### config.mk
export PLATFORM = sky130hd
export DESIGN_NAME = bus_router
export DESIGN_NICKNAME = d
export VERILOG_FILES = /design/src/rtl/bus_router_pkg.sv /design/src/rtl/bus_router_decoder.sv /design/src/rtl/bus_router.sv
export SDC_FILE = /design/constraint.sdc
export NUM_CORES = 1
export LEC_CHECK = 0
export CORE_AREA = 2 2 136 138
export DETAILED_ROUTE_END_ITERATION = 10
export DIE_AREA = 0 0 138 140
export GPL_ROUTABILITY_DRIVEN = 0
export MAX_ROUTING_LAYER = met4
export PLACE_DENSITY_LB_ADDON = 0.08
export SYNTH_ARGS = -nofsm -noshare
export SYNTH_HDL_FRONTEND = slang
export SYNTH_SLANG_ARGS = --single-unit
### constraint.sdc
create_clock -name clock -period 6.51 [get_ports clock]
set_input_delay 0.9765 -clock clock [delete_from_list [all_inputs] [get_ports clock]]
set_output_delay 0.9765 -clock clock [all_outputs]
set_load 0.01 [all_outputs]
### src/rtl/bus_router_pkg.sv
// ----------------------------------------------------------------------------
// configure : shared configuration for the memory-bus router.
//   slave_count    : number of slave regions in the default map
//   timeout_cycles : default wait-cycle limit before a hung slave is aborted
//   addr_map_t     : one region, inclusive base / exclusive top
//   base_addr/top_addr : default map (iram, dram, uart, clint, plic)
//   router_state_t : router FSM states
//   in_region()    : unsigned region membership test
// ----------------------------------------------------------------------------
package configure;

   localparam int unsigned slave_count    = 5;
   localparam int unsigned timeout_cycles = 255;

   typedef struct packed {
      logic [31:0] base;
      logic [31:0] top;
   } addr_map_t;

   typedef enum logic [1:0] {
      IDLE = 2'd0,
      BUSY = 2'd1,
      MISS = 2'd2
   } router_state_t;

   //                                          iram          dram          uart          clint         plic
   localparam logic [31:0] base_addr [slave_count] = '{32'h0000_0000, 32'h0004_0000, 32'h0100_0000, 32'h0200_0000, 32'h0C00_0000};
   localparam logic [31:0] top_addr  [slave_count] = '{32'h0004_0000, 32'h0008_0000, 32'h0100_1000, 32'h0201_0000, 32'h1000_0000};

   function automatic logic in_region(input addr_map_t region, input logic [31:0] addr);
      return (addr >= region.base) && (addr < region.top);
   endfunction

endpackage

### src/rtl/bus_router_decoder.sv
// ----------------------------------------------------------------------------
// bus_decoder : combinational address decoder with first-match priority.
//   m_addr : byte address to decode
//   hit    : address falls inside at least one region
//   index  : lowest-numbered matching region (0 when no hit)
// ----------------------------------------------------------------------------
module bus_decoder #(
   parameter int unsigned slave_count = configure::slave_count,
   parameter logic [31:0] base_addr [slave_count] = configure::base_addr,
   parameter logic [31:0] top_addr  [slave_count] = configure::top_addr,
   localparam int unsigned idx_w = (slave_count > 1) ? $clog2(slave_count) : 1
)(
   input  logic [31:0]      m_addr,
   output logic             hit,
   output logic [idx_w-1:0] index
);
   import configure::*;

   logic [slave_count-1:0] region_hit_s;

   // Per-region membership flags.
   always_comb begin
      region_hit_s = '0;
      for (int i = 0; i < int'(slave_count); i++) begin
         region_hit_s[i] = in_region(addr_map_t'{base: base_addr[i], top: top_addr[i]}, m_addr);
      end
   end

   // Scan from the highest index down so the lowest matching index is the one left standing.
   always_comb begin
      hit   = |region_hit_s;
      index = '0;
      for (int i = int'(slave_count) - 1; i >= 0; i--) begin
         index = region_hit_s[i] ? idx_w'(i) : index;
      end
   end

endmodule

### src/rtl/bus_router.sv
// ----------------------------------------------------------------------------
// bus_router : routes the core's single memory port to one of slave_count
// slaves, one outstanding transaction at a time.
//   clock, reset            : rising-edge clock, asynchronous active-low reset
//   m_valid/m_instr/m_addr/m_wdata/m_wstrb : request from the core
//   m_ready/m_rdata/m_error : one-cycle response to the core
//   s_valid                 : one-hot request pulse to the selected slave
//   s_instr/s_addr/s_wdata/s_wstrb : broadcast copies of the request fields
//   s_ready/s_rdata         : per-slave response pulse and read data
// Unmapped addresses get an error response one cycle later; a slave that does
// not answer within timeout_cycles is aborted with an error response.
// ----------------------------------------------------------------------------
module bus_router #(
   parameter int unsigned slave_count    = configure::slave_count,
   parameter logic [31:0] base_addr [slave_count] = configure::base_addr,
   parameter logic [31:0] top_addr  [slave_count] = configure::top_addr,
   parameter int unsigned timeout_cycles = configure::timeout_cycles
)(
   input  logic                     clock,
   input  logic                     reset,
   input  logic                     m_valid,
   input  logic                     m_instr,
   input  logic [31:0]              m_addr,
   input  logic [31:0]              m_wdata,
   input  logic [3:0]               m_wstrb,
   output logic                     m_ready,
   output logic [31:0]              m_rdata,
   output logic                     m_error,
   output logic [slave_count-1:0]   s_valid,
   output logic                     s_instr,
   output logic [31:0]              s_addr,
   output logic [31:0]              s_wdata,
   output logic [3:0]               s_wstrb,
   input  logic [slave_count-1:0]   s_ready,
   input  logic [32*slave_count-1:0] s_rdata
);
   import configure::*;

   localparam int unsigned idx_w     = (slave_count > 1) ? $clog2(slave_count) : 1;
   // cnt holds the number of BUSY cycles already spent without a ready.
   localparam logic [15:0] cnt_limit = 16'(timeout_cycles - 1);

   router_state_t    state_q, state_d;
   logic [idx_w-1:0] sel_q, sel_d;
   logic [15:0]      cnt_q, cnt_d;

   logic             dec_hit_s;
   logic [idx_w-1:0] dec_index_s;
   logic             new_ready_s;
   logic             sel_ready_s;
   logic             timed_out_s;

   bus_decoder #(
      .slave_count (slave_count),
      .base_addr   (base_addr),
      .top_addr    (top_addr)
   ) u_decoder (
      .m_addr (m_addr),
      .hit    (dec_hit_s),
      .index  (dec_index_s)
   );

   assign s_instr     = m_instr;
   assign s_addr      = m_addr;
   assign s_wdata     = m_wdata;
   assign s_wstrb     = m_wstrb;

   assign new_ready_s = s_ready[dec_index_s];
   assign sel_ready_s = s_ready[sel_q];
   assign timed_out_s = (cnt_q == cnt_limit);

   // State, selected slave and wait counter registers.
   always_ff @(posedge clock or negedge reset) begin
      if (!reset) begin
         state_q <= IDLE;
         sel_q   <= '0;
         cnt_q   <= 16'h0000;
      end else begin
         state_q <= state_d;
         sel_q   <= sel_d;
         cnt_q   <= cnt_d;
      end
   end

   // Next-state logic; requests outside IDLE are protocol violations and dropped.
   always_comb begin
      state_d = state_q;
      sel_d   = sel_q;
      cnt_d   = cnt_q;
      case (state_q)
         IDLE: begin
            if (m_valid && dec_hit_s) begin
               sel_d   = dec_index_s;
               cnt_d   = 16'h0000;
               // A zero-wait slave completes in the request cycle.
               state_d = new_ready_s ? IDLE : BUSY;
            end else if (m_valid) begin
               state_d = MISS;
            end else begin
               state_d = IDLE;
            end
         end
         BUSY: begin
            if (sel_ready_s || timed_out_s) begin
               state_d = IDLE;
            end else begin
               state_d = BUSY;
               cnt_d   = (cnt_q == 16'hFFFF) ? cnt_q : cnt_q + 16'h0001;
            end
         end
         MISS: begin
            state_d = IDLE;
         end
         default: begin
            state_d = IDLE;
         end
      endcase
   end

   // Response and slave-request outputs; held quiet while reset is asserted.
   always_comb begin
      m_ready = 1'b0;
      m_error = 1'b0;
      m_rdata = 32'h0000_0000;
      s_valid = '0;
      if (reset) begin
         case (state_q)
            IDLE: begin
               if (m_valid && dec_hit_s) begin
                  s_valid = (slave_count)'(1'b1) << dec_index_s;
                  m_ready = new_ready_s;
                  m_rdata = new_ready_s ? s_rdata[32*dec_index_s +: 32] : 32'h0000_0000;
               end else begin
                  s_valid = '0;
               end
            end
            BUSY: begin
               if (sel_ready_s) begin
                  m_ready = 1'b1;
                  m_rdata = s_rdata[32*sel_q +: 32];
               end else if (timed_out_s) begin
                  m_ready = 1'b1;
                  m_error = 1'b1;
               end else begin
                  m_ready = 1'b0;
               end
            end
            MISS: begin
               m_ready = 1'b1;
               m_error = 1'b1;
            end
            default: begin
               m_ready = 1'b0;
            end
         endcase
      end else begin
         m_ready = 1'b0;
      end
   end

endmodule

Word level (Yosys, flattened, before mapping)
Cells that the tools add are included.
- equality and inequality tests: 7
- shift operators: 3
- muxes and demuxes: 34
- reduce and logical (&&, ||, !) cells: 12
- add/subtract/negate cells: 1
- magnitude comparators: 12
- operators by type and width (kind ; count):
    160-bit by 9-bit indexed part select with 32-bit output ; 2
    32-bit two-way mux ; 4
    32-bit one-hot mux with 2 select lines ; 1
    16-bit two-way mux ; 3
    32-bit by 1-bit >= comparator with 1-bit output, second input constant ; 1
    32-bit by 19-bit >= comparator with 1-bit output, second input constant ; 1
    32-bit by 25-bit >= comparator with 1-bit output, second input constant ; 1
    32-bit by 26-bit >= comparator with 1-bit output, second input constant ; 1
    32-bit by 28-bit >= comparator with 1-bit output, second input constant ; 1
    32-bit by 19-bit less-than comparator with 1-bit output, second input constant ; 1
    32-bit by 20-bit less-than comparator with 1-bit output, second input constant ; 1
    32-bit by 25-bit less-than comparator with 1-bit output, second input constant ; 1
    32-bit by 26-bit less-than comparator with 1-bit output, second input constant ; 1
    32-bit by 29-bit less-than comparator with 1-bit output, second input constant ; 1
    16-bit one-hot mux with 2 select lines ; 1
    16-bit by 1-bit adder with 16-bit output, second input constant ; 1
    16-bit == test, second input constant ; 1
    16-bit by 8-bit == test with 1-bit output, second input constant ; 1
    3-bit two-way mux ; 5
    5-bit two-way mux ; 3
    1-bit two-way mux ; 10
    3-bit by 4-bit less-than comparator with 1-bit output, second input constant ; 2
    1-bit binary-select mux with 3-bit select ; 2
    1-bit logical AND ; 6
    other kinds (14) ; 17
- register bits after elaboration: 21
- output and inout port bits: 108

Depth between registers and ports, before layout
- depth in word-level cells: 13
- gate-level depth with buffers: 10

Cells and area by module
Synthesis repeated with hierarchy kept, for this count alone.
- cell total of the unflattened synthesis: 473
- area total of the unflattened synthesis: 4526.8 sq um
- modules (own cells, without submodules) (module ; cells an instance ; area each (sq um) ; instances ; seq. area each (sq um)):
    bus_router ; 456 ; 4394.2 ; 1 ; 525.5
    bus_decoder ; 17 ; 132.6 ; 1 ; 0.0

Least setup slack after synthesis
No wires, ideal clock.
- path type: input to output
- start: input m_addr[22]
- end: output m_rdata[0]
- arrival: 2.952 ns
- required time: 5.534 ns
- cell stages on the path: 8
- slack: 2.582 ns
- path through: nor4_2 -> nand3_4 -> or3_4 -> o21a_1 -> nor4_4 -> buf_4 -> o21ai_1 -> a21oi_1
- longest elaborated chain between the ends: 13
- elaborated cells between the ends (all ways): 29
- classes of those cells: order compare: 10; shift: 1; mux: 11; reduce/logical: 7
- ends and longest elaborated chain (item ; line ; text):
    start: declaration ; bus_router.sv:23 ; input logic [31:0] m_addr,
    branches (longest 10 deep; another with 32-bit by 28-bit >= comparator with 1-bit output) ; -- ;
    32-bit two-way mux * ; bus_router.sv:129 ; if (m_valid && dec_hit_s) begin
    32-bit one-hot mux with 2 select lines * ; bus_router.sv:127 ; case (state_q)
    32-bit two-way mux * ; bus_router.sv:126 ; if (reset) begin
    end: declaration ; bus_router.sv:27 ; output logic [31:0] m_rdata,
Mark *: on every way between the ends. The select of a mux whose other input is x is not followed.

Worst setup path after layout
- start: input m_addr[28]
- end: output m_rdata[19]
Same word-level chain as after synthesis.

==> out/summary.txt <==
Fmax: 182 MHz
CTS tree: built
Die area: 19,300 µm²
Iteration-0 DRC count of the detailed router: 314
Clock network fraction of design power: 0.205
Clock transition at path regs: 60 ps
Slowest library cell on the worst path: nor4_4
Hold Vio Cnt, Final: 0
Initial antenna violation count: 4
Distinct cells, synth: 52
Sequential power share: 0.283
# rows: 49
Slowest stage delay, CP: 650 ps
Initial Util: 0.271
Slew Limit Fails: 0
Seq/Total Area, Yosys: 0.109
Crit path max-delay family: simple AND/OR/NAND/NOR gates
Startpoint types: primary input
Nets: 1,054
Die span in y: 140 µm
Syn nets: 910
Worst vdd ir: 0.0893 mV
Top_reg_cell synth: dfrtp_1
Status: complete, no violations
Final setup viols: 0
Placed cell count: 1,035
GRT Util Overall: 0.215
Layout area overhead: 46.3%
WL final: 21.2 mm
Final setup TNS: 0 ps
RSZ-0062 raised after global routing: false
Skew final: 2.76 ps
Final hold slack: 501 ps
Drt drc: 0
Max-Cap Viols: 0
P_sw: 0.225 mW
CP Data Required Time: 5530 ps
Aggregate global routing overflow: 0
Relative slew slack: 0.241
Hold buffers post-CTS: 0
Sw frac: 0.348
Vias in the first global route: 5,713
H-tree depth: 1
CTS sink count: 21
Setup ws final: 1010 ps
Post-CTS Setup Inserts: 0
Critical path cell sequence: clkdlybuf4s50_1 -> nor4_4 -> nand3_4 -> or3_4 -> o21a_1 -> nor4_4 -> buf_4 -> o21ai_1 -> a21oi_1 -> clkdlybuf4s50_1
Crit path arrival time: 4530 ps
Synth Register Bits: 21
PostCTS Resize Cnt: 0
Pin count of the biggest net entering global routing: 39
Fin crit share: 0.846
PwrDens: 91.6 nW/µm²
First-pass GRT wire length: 32.6 mm
Die X-Extent: 138 µm
Antenna violation net count after detailed routing: 0
Post-DP HPWL: 15.7 mm
Leading cell type in the layout, fill and taps excluded: clkdlybuf4s50_1
DR pass1 iterations: 5
Routed vias/inst: 5.36
Proportion of layout cells with a drive suffix above 1: 0.0790
Leak pwr: 2.59 nW
Root buf cell: clkbuf_16
Syn avg cell area: 7.22 µm²
Routed len/inst: 20.4 µm
Yosys warns: 0
Total power draw: 0.645 mW
Worst Tran Pin Value: 1130 ps
Clk_lat worst skew: 250 ps
Core area: 17,800 µm²
Fin crit period: 5500 ps
Post-Syn Area: 4810 µm²
Crit Path Class: primary input to primary output
CP Buf/Inv Count: 3
Ys async rst share: 1.00
Number of flops mapped to enable cells by yosys: 0
Fin cells: 1,043
CP endpoint kind: primary output
Crit path max fanout: 13
Hold Path Class: flop to flop
Cells after Synth: 667
Number of I/O port buffers: 246
Logic pwr share: 0.511
Internal power: 0.420 mW
Commonest non-fill, non-tap cells in the layout: 246 x clkdlybuf4s50_1, 127 x nand2_1, 60 x o21ai_0
Worst slack, placed: 965 ps
Vias: 5,593
Total CTS buffers: 3
I/O Pins: 345
Longest Clk Path Bufs: 2
## cells in the mapped netlist, drive strengths merged, types with 15 or more instances
| cell type | count | area, µm² |
|---|---|---|
| a21oi | 37 | 185 |
| a22oi | 15 | 113 |
| buf | 85 | 606 |
| clkbuf | 32 | 121 |
| dfrtp | 21 | 526 |
| inv | 40 | 150 |
| mux2i | 49 | 490 |
| mux4 | 32 | 721 |
| nand2 | 128 | 480 |
| nor2 | 38 | 143 |
| o21ai | 80 | 404 |
| o221ai | 15 | 131 |
## path summary, 6_finish.rpt
kind | startpoint | to | slack [ps] | cells after the start
min reg2reg | cnt_q[6] | cnt_q[6] | 500 | 1
min | cnt_q[6] | cnt_q[6] | 500 | 1
max reg2reg | sel_q[2] | cnt_q[15] | 3460 | 8
max | m_addr[28] | m_rdata[19] | 1010 | 10
min in group asynchronous | reset | cnt_q[7] | 1260 | 2
max in group asynchronous | reset | sel_q[0] | 4990 | 2
## cell families (layout without fill, tap and decap cells)
logic type                 count (synthesis)  count (layout)  synth area share
other                                      0               4                 0
AOI/OAI and AO/OA                        164             164             0.204
buffers and inverters                    157             300             0.182
and+or+nand+nor                          229             229             0.221
DFF                                       21              21             0.109
adders and majority gates                  6               6            0.0156
xor gates and xnor gates                   9               9            0.0164
muxes                                     81              81             0.252
## state kept, by name, summed over array words and instances (netlist names)
name,flops
sel_q,3
cnt_q,16
state_q,2
## power groups by stage
| stage | Sequential (mW) | Clock, mW | Combinational (mW) |
|---|---|---|---|
| final | 0.183 | 0.132 | 0.330 |
| after global routing | 0.187 | 0.140 | 0.360 |
| after CTS | 0.182 | 0.134 | 0.331 |
| after detailed placement | 0.184 | 0 | 0.328 |
| after global placement | 0.184 | 0 | 0.324 |
| after floorplan | 0.171 | 0 | 0.186 |
## metrics by stage
| step | utilization | instance area [µm²] |
|---|---|---|
| after detailed placement | 0.391 | 6960 |
| after CTS | 0.396 | 7030 |
| after floorplan | - | 4810 |
| after global routing | 0.396 | 7040 |
| after global placement | 0.391 | 6960 |
| final | 0.396 | 7040 |
## metal layers
layer	routed length (µm)	GRT usage
met5	0	-
met2	10800	0.384
met4	782	0.0822
met1	8400	0.244
met3	1240	0.0284
## cell type report
cell class / instances / area (µm²)
inverters: 40 / 150
well taps: 229 / 287
flip-flops and latches: 21 / 528
fillers: 1801 / 10700
multi-input cells: 489 / 3450
clock buffers: 4 / 78.8
diodes: 4 / 10.0
repair buffers: 256 / 2540
No activity file was read; power rests on OpenSTA's default activity.
